### src/rtl/pipe_pkg.sv
// Shared pipeline definitions: control-bundle layout, counter width, helpers.
package pipe_pkg;

  // Control bundle layout, MSB first
  localparam int unsigned CTRL_W_DEF          = 10;
  localparam int unsigned CTRL_REG_WRITE_BIT  = 9;
  localparam int unsigned CTRL_ALU_SRC_BIT    = 8;
  localparam int unsigned CTRL_MEM_WRITE_BIT  = 7;
  localparam int unsigned CTRL_RESULT_SRC_BIT = 6;
  localparam int unsigned CTRL_BRANCH_BIT     = 5;
  localparam int unsigned CTRL_IMM_SRC_MSB    = 4;
  localparam int unsigned CTRL_IMM_SRC_LSB    = 3;
  localparam int unsigned CTRL_ALU_CTRL_MSB   = 2;
  localparam int unsigned CTRL_ALU_CTRL_LSB   = 0;

  // Stall-cycle counter width
  localparam int unsigned CNT_W = 16;

  // Saturating increment for the stall counter
  function automatic logic [CNT_W-1:0] sat_inc(input logic [CNT_W-1:0] v);
    return (v == {CNT_W{1'b1}}) ? v : v + CNT_W'(1);
  endfunction

endpackage

### src/rtl/load_use_detect.sv
// Load-use hazard compare against the stage head entry and the one-cycle shadow.
module load_use_detect
  import pipe_pkg::*;
#(
  parameter int unsigned REG_AW = 5
) (
  input  logic              in_valid,
  input  logic              in_use_rs1,
  input  logic [REG_AW-1:0] in_rs1,
  input  logic              in_use_rs2,
  input  logic [REG_AW-1:0] in_rs2,
  input  logic              head_valid,
  input  logic              head_is_load,
  input  logic [REG_AW-1:0] head_rd,
  input  logic              shadow_valid,
  input  logic [REG_AW-1:0] shadow_rd,
  output logic              hazard_c
);

  logic head_hit;
  logic shadow_hit;

  // Incoming sources against a load's destination; x0 never hazards
  always_comb begin
    head_hit   = head_valid && head_is_load && (head_rd != '0) &&
                 ((in_use_rs1 && (in_rs1 == head_rd)) ||
                  (in_use_rs2 && (in_rs2 == head_rd)));
    shadow_hit = shadow_valid && (shadow_rd != '0) &&
                 ((in_use_rs1 && (in_rs1 == shadow_rd)) ||
                  (in_use_rs2 && (in_rs2 == shadow_rd)));
    hazard_c   = in_valid && (head_hit || shadow_hit);
  end

endmodule

### src/rtl/decode_exec_pipe_reg.sv
// Decode->execute pipeline register with load-use stall and flush.
// DECODE_SKID_BUF_EN: 2-entry skid buffer with registered not-full flag;
// otherwise a single entry whose in_ready follows out_ready.
module decode_exec_pipe_reg
  import pipe_pkg::*;
#(
  parameter int unsigned XLEN   = 32,
  parameter int unsigned CTRL_W = CTRL_W_DEF,
  parameter int unsigned REG_AW = 5
) (
  input  logic              clk,
  input  logic              rst,
  input  logic              in_valid,
  output logic              in_ready,
  input  logic [CTRL_W-1:0] in_ctrl,
  input  logic [XLEN-1:0]   in_rd1,
  input  logic [XLEN-1:0]   in_rd2,
  input  logic [XLEN-1:0]   in_imm,
  input  logic [XLEN-1:0]   in_pc,
  input  logic [REG_AW-1:0] in_rs1,
  input  logic [REG_AW-1:0] in_rs2,
  input  logic [REG_AW-1:0] in_rd,
  input  logic              in_use_rs1,
  input  logic              in_use_rs2,
  input  logic              in_is_load,
  input  logic              flush,
  output logic              out_valid,
  input  logic              out_ready,
  output logic [CTRL_W-1:0] out_ctrl,
  output logic [XLEN-1:0]   out_rd1,
  output logic [XLEN-1:0]   out_rd2,
  output logic [XLEN-1:0]   out_imm,
  output logic [XLEN-1:0]   out_pc,
  output logic [REG_AW-1:0] out_rd,
  output logic              out_is_load,
  output logic              hazard_stall,
  output logic [CNT_W-1:0]  bubble_cnt
);

  typedef struct packed {
    logic [CTRL_W-1:0] ctrl;
    logic [XLEN-1:0]   rd1;
    logic [XLEN-1:0]   rd2;
    logic [XLEN-1:0]   imm;
    logic [XLEN-1:0]   pc;
    logic [REG_AW-1:0] rd;
    logic              is_load;
  } entry_t;

  entry_t            in_entry;
  entry_t            head;
  logic              head_valid;
  logic              hazard_c;
  logic              push;
  logic              pop;

  logic              shadow_valid_q, shadow_valid_d;
  logic [REG_AW-1:0] shadow_rd_q, shadow_rd_d;
  logic [CNT_W-1:0]  bubble_cnt_q, bubble_cnt_d;

  assign in_entry = '{ctrl: in_ctrl, rd1: in_rd1, rd2: in_rd2, imm: in_imm,
                      pc: in_pc, rd: in_rd, is_load: in_is_load};

  load_use_detect #(.REG_AW(REG_AW)) u_load_use_detect (
    .in_valid     (in_valid),
    .in_use_rs1   (in_use_rs1),
    .in_rs1       (in_rs1),
    .in_use_rs2   (in_use_rs2),
    .in_rs2       (in_rs2),
    .head_valid   (head_valid),
    .head_is_load (head.is_load),
    .head_rd      (head.rd),
    .shadow_valid (shadow_valid_q),
    .shadow_rd    (shadow_rd_q),
    .hazard_c     (hazard_c)
  );

  assign hazard_stall = hazard_c;
  assign push         = in_valid && in_ready;
  assign pop          = head_valid && out_ready;

`ifdef DECODE_SKID_BUF_EN
  entry_t     slot_q [2];
  entry_t     slot_d [2];
  logic       rd_ptr_q, rd_ptr_d;
  logic       wr_ptr_q, wr_ptr_d;
  logic [1:0] count_q, count_d;
  logic       not_full_q, not_full_d;

  assign head_valid = (count_q != 2'd0);
  assign head       = slot_q[rd_ptr_q];
  assign in_ready   = not_full_q && !hazard_c;

  // Two-slot circular buffer; flush drops everything including this cycle's push
  always_comb begin
    slot_d     = slot_q;
    rd_ptr_d   = rd_ptr_q;
    wr_ptr_d   = wr_ptr_q;
    count_d    = count_q;
    not_full_d = not_full_q;
    if (flush) begin
      rd_ptr_d   = 1'b0;
      wr_ptr_d   = 1'b0;
      count_d    = 2'd0;
      not_full_d = 1'b1;
    end else begin
      if (push) begin
        slot_d[wr_ptr_q] = in_entry;
        wr_ptr_d         = ~wr_ptr_q;
      end
      if (pop) begin
        rd_ptr_d = ~rd_ptr_q;
      end
      count_d    = count_q + 2'(push) - 2'(pop);
      not_full_d = (count_d != 2'd2);
    end
  end

  // Skid buffer state
  always_ff @(posedge clk or negedge rst) begin
    if (!rst) begin
      slot_q[0]  <= '0;
      slot_q[1]  <= '0;
      rd_ptr_q   <= 1'b0;
      wr_ptr_q   <= 1'b0;
      count_q    <= 2'd0;
      not_full_q <= 1'b1;
    end else begin
      slot_q     <= slot_d;
      rd_ptr_q   <= rd_ptr_d;
      wr_ptr_q   <= wr_ptr_d;
      count_q    <= count_d;
      not_full_q <= not_full_d;
    end
  end
`else
  logic   valid_q, valid_d;
  entry_t entry_q, entry_d;

  assign head_valid = valid_q;
  assign head       = entry_q;
  assign in_ready   = (!valid_q || out_ready) && !hazard_c;

  // Single entry; a push replaces a departing entry in the same cycle
  always_comb begin
    valid_d = valid_q;
    entry_d = entry_q;
    if (flush) begin
      valid_d = 1'b0;
      entry_d = '0;
    end else if (push) begin
      valid_d = 1'b1;
      entry_d = in_entry;
    end else if (pop) begin
      valid_d = 1'b0;
      entry_d = '0;
    end
  end

  // Single-entry state
  always_ff @(posedge clk or negedge rst) begin
    if (!rst) begin
      valid_q <= 1'b0;
      entry_q <= '0;
    end else begin
      valid_q <= valid_d;
      entry_q <= entry_d;
    end
  end
`endif

  // Shadow of a departing load's rd for one cycle, and saturating stall count
  always_comb begin
    shadow_valid_d = 1'b0;
    shadow_rd_d    = '0;
    if (pop && head.is_load && (head.rd != '0) && !flush) begin
      shadow_valid_d = 1'b1;
      shadow_rd_d    = head.rd;
    end
    bubble_cnt_d = hazard_c ? sat_inc(bubble_cnt_q) : bubble_cnt_q;
  end

  // Shadow and counter state
  always_ff @(posedge clk or negedge rst) begin
    if (!rst) begin
      shadow_valid_q <= 1'b0;
      shadow_rd_q    <= '0;
      bubble_cnt_q   <= '0;
    end else begin
      shadow_valid_q <= shadow_valid_d;
      shadow_rd_q    <= shadow_rd_d;
      bubble_cnt_q   <= bubble_cnt_d;
    end
  end

  // Head payload, forced to zero when no entry is presented
  assign out_valid   = head_valid;
  assign out_ctrl    = head_valid ? head.ctrl    : '0;
  assign out_rd1     = head_valid ? head.rd1     : '0;
  assign out_rd2     = head_valid ? head.rd2     : '0;
  assign out_imm     = head_valid ? head.imm     : '0;
  assign out_pc      = head_valid ? head.pc      : '0;
  assign out_rd      = head_valid ? head.rd      : '0;
  assign out_is_load = head_valid && head.is_load;
  assign bubble_cnt  = bubble_cnt_q;

endmodule

### config.mk
export PLATFORM = sky130hd
export DESIGN_NAME = decode_exec_pipe_reg
export DESIGN_NICKNAME = d
export VERILOG_FILES = /design/src/rtl/pipe_pkg.sv /design/src/rtl/load_use_detect.sv /design/src/rtl/decode_exec_pipe_reg.sv
export SDC_FILE = /design/constraint.sdc
export NUM_CORES = 1
export LEC_CHECK = 0
export BUFFER_PORTS_ARGS = -buffer_cell sky130_fd_sc_hd__buf_2
export CAP_MARGIN = 20
export CORE_ASPECT_RATIO = 0.5
export CORE_UTILIZATION = 47
export CTS_CLUSTER_DIAMETER = 50
export DETAILED_ROUTE_END_ITERATION = 16
export PLACE_DENSITY = 0.85
export SLEW_MARGIN = 20
export SYNTH_ARGS = -nofsm -noshare
export SYNTH_HDL_FRONTEND = slang
export SYNTH_SLANG_ARGS = --single-unit
### constraint.sdc
create_clock -name clk -period 3.3 [get_ports clk]
set_input_delay 0 -clock clk [delete_from_list [all_inputs] [get_ports clk]]
set_output_delay 0 -clock clk [all_outputs]
set_load 0.01 [all_outputs]
==> results_dict.tcl <==
set metrics [dict create \
    fin_crit_sh_pct 83.8 \
    synth_cell_type_count 29 \
    grt_remaining_overflow 0 \
    first_global_vias 7027 \
    cts-root-buf "sky130_fd_sc_hd__clkbuf_16" \
    synth_fa_ha_area_share_pct 0.172 \
    synth.yosys.warnings 0 \
    final.setup.worst_slack_ns 0.536 \
    launching_element_type_of_the_critical_path "flip-flop" \
    period_needed_ns 2.76 \
    final_hold_viol_count 0 \
    core_area_um2 14800 \
    drive_gt1_share_pct 34.8 \
    clk-insertion-delay-late_ns 0.41 \
    die-width_um 178 \
    timing_worst_slew_pin_value_ns 1.08 \
    drcViolationCount 0 \
    critical_path.cell_chain "or4_1 -> o21a_1 -> a32oi_2 -> nand2_1 -> o21a_4 -> buf_4 -> a22o_1" \
    rsz0062_at_grt "false" \
    slowest_delay_ns 0.54 \
    combinational_family_with_the_most_area_after_synthesis "compound AO/OA/AOI/OAI gates" \
    route.final.wire_length_um 22400 \
    routedWlPerCell_um 17.8 \
    dp_area_um2 8990 \
    timing.final.max_slew_violations 0 \
    count_of_buffers_from_port_buffering 323 \
    avgViaCountPerCell 5.35 \
    multiInputGateArea_um2 2840 \
    synth_compound_gate_area_share_pct 18.2 \
    groute.usage.overall_pct 28.0 \
    critical_path.n_buffers_inverters 1 \
    detail_route.iter0.violations 329 \
    post-place-ws_ns 0.608 \
    fin_area_um2 11100 \
    primary_flip_flop_cell_chosen_by_synthesis_mapping "sky130_fd_sc_hd__dfrtp_1" \
    yosys-mux-area-fraction_pct 0.155 \
    area.sequential_um2 4180 \
    async_flop_share_pct 100 \
    grt_pass1_wl_um 35300 \
    clk_path_buf_depth 2 \
    cts.reportedPaths.clkPinSlew_ns 0.07 \
    ant_nets 0 \
    largest_voltage_drop_on_the_vdd_net_mv 0.460 \
    design.die.area_um2 16000 \
    sort_of_element_at_the_end_of_the_critical_path "flip-flop" \
    crit_path_max_fanout 78 \
    cts_tree "done" \
    boundaryPins 324 \
    post_synth_and_or_nand_nor_area_fraction_pct 16.1 \
    fillers 947 \
    firstDrtPassIters 5 \
    antenna_found_initial 2 \
    run_status "completed" \
    timing.fmax_mhz 362 \
    maximum_number_of_pins_on_one_net_before_global_route_repair 141 \
    power.static_leakage_nw 5.89 \
    critical_path.slowest_cell "sky130_fd_sc_hd__or4_1" \
    finalSetupViolCount 0 \
    post-route-util_pct 74.9 \
    cts_max_level 4 \
    totalNegativeSetupSlack_ns 0 \
    syn_area_per_cell_um2 12.2 \
    mappedNetlistNets 760 \
    floorplan.rows 31 \
    cp.required_ns 3.58 \
    synth_seq_area_share_pct 57.5 \
    min_path_type "input pin to flip-flop" \
    cap_violations 0 \
    floorplan.initialDensity_pct 49.2 \
    powerDensity_nw_per_um2 431 \
    synth-seq-cells 167 \
    clock-skew-final_ns 0.0151 \
    postSynthCellCount 598 \
    post_synth_edffs 0 \
    setup.worst_path.class "flip-flop to flip-flop" \
    layout.nets 1210 \
    total_standard_cell_area_after_synthesis_um2 7270 \
    cts_sinks 167 \
    gp_congestion 0.891 \
    synth_to_final_area_change_pct 52.1 \
    slew_headroom_pct 28.0 \
    timing.critical_path.arrival_ns 3.05 \
    detailroute.via_count 6743 \
    numCtsBuffers 17 \
    die-height_um 90.0 \
    synth_xor_xnor_area_share_pct 4.21 \
    cts_post_setup_buffers_inserted 0 \
    critical_path.top_delay_family "compound AO/OA/AOI/OAI gates" \
    dpl.hpwl_um 12800 \
]
-- what timing repair did --
item	CTS	global route
hold buffers	148	0
endpoints found under the hold margin	206	0
resized for setup	0	0
endpoints found under the setup margin	0	0
-- cells by family after synthesis --
kind of cell / count (synthesis)
buf+inv: 49
compound gates: 152
fa+ha+maj: 1
xor+xnor: 35
mux: 1
simple gates: 193
flops: 167
-- routing by layer --
| metal | up-vias | track usage [%] | part of all wire [%] |
|---|---|---|---|
| li1 | 3025 | - | - |
| met4 | 0 | 15.5 | 4.6 |
| met5 | - | 0 | 0 |
| met2 | 281 | 49.9 | 52 |
| met3 | 82 | 5.03 | 4.8 |
| met1 | 3355 | 31.6 | 38 |
-- worst paths after layout --
check	from	to	slack, ns	cells past startpoint
worst min register to register	bubble_cnt[14]	bubble_cnt[14]	0.50	1
worst max register to register	entry_q[1]	entry_q[76]	0.54	7
max in group asynchronous	rst	entry_q[105]	2.25	3
worst min-delay path	in_valid	bubble_cnt[0]	0.15	4
worst max-delay path	entry_q[1]	entry_q[76]	0.54	7
min in group asynchronous	rst	bubble_cnt[2]	0.16	2
-- flip-flops by register name, summed over array words and instances, names as in the netlist --
signal,cells
bubble_cnt,16
entry_q,144
out_valid,1
shadow_valid_q,1
shadow_rd_q,5
-- Yosys cell counts, types with 2 or more instances --
master	instances	area (um^2)
sky130_fd_sc_hd__clkbuf_1	26	97.6
sky130_fd_sc_hd__nand4_1	9	56.3
sky130_fd_sc_hd__and3_1	5	31.3
sky130_fd_sc_hd__dfrtp_1	167	4180
sky130_fd_sc_hd__and2_1	149	932
sky130_fd_sc_hd__nor3_1	2	10.0
sky130_fd_sc_hd__buf_4	7	52.6
sky130_fd_sc_hd__nand2_1	13	48.8
sky130_fd_sc_hd__a21oi_1	2	10.0
sky130_fd_sc_hd__buf_2	8	40.0
sky130_fd_sc_hd__o21a_1	2	15.0
sky130_fd_sc_hd__o22ai_1	2	12.5
sky130_fd_sc_hd__buf_6	7	78.8
sky130_fd_sc_hd__a22o_1	144	1260
sky130_fd_sc_hd__xnor2_1	34	298
sky130_fd_sc_hd__nand3_1	5	25.0
sky130_fd_sc_hd__nor2_1	4	15.0
-- placed cells by master (no fill, tap or decap), drive strengths merged, types with 2 or more instances in the layout --
cell type | Yosys | routed
a21oi | 2 | 2
a22o | 144 | 144
and2 | 149 | 149
and3 | 5 | 5
buf | 22 | 331
clkbuf | 26 | 19
clkinv | 0 | 4
clkinvlp | 0 | 2
dfrtp | 167 | 167
diode | 0 | 2
dlygate4sd3 | 0 | 148
inv | 1 | 8
nand2 | 13 | 13
nand3 | 5 | 5
nand4 | 9 | 9
nor2 | 4 | 4
nor3 | 3 | 3
o21a | 2 | 2
o22ai | 2 | 2
xnor2 | 34 | 34
-- power breakdown --
part | switching (mW) | total (mW) | leakage [nW] | internal (mW)
clock network | 0.863 | 1.89 | 0.274 | 1.03
logic | 0.305 | 0.654 | 3.37 | 0.349
registers | 0.0683 | 2.22 | 2.25 | 2.15
-- worst min-delay path: cells and delay by family --
kind | cells | cell delay [ns]
compound gates | 1 | 0.15
xor+xnor | 1 | 0.16
buf+inv | 2 | 0.20
-- metrics by stage --
step                      cells  power (mW)  hold slack (ns)
after floorplan             598        2.51           -0.296
after global placement     1078        2.73           0.0100
after detailed placement   1078        2.75           0.0272
after CTS                  1258        4.78            0.136
after global routing       1261        4.97            0.166
final                      1261        4.77            0.150
-- cell type report --
cell class | instances | area share, %
inverters | 1 | 0.0339
diodes | 2 | 0.0452
well taps | 198 | 2.24
clock inverters | 13 | 0.995
multi-input cells | 382 | 25.7
flip-flops and latches | 167 | 37.8
clock buffers | 19 | 4.09
repair buffers | 479 | 29.1
No activity file was read; power rests on OpenSTA's default activity.
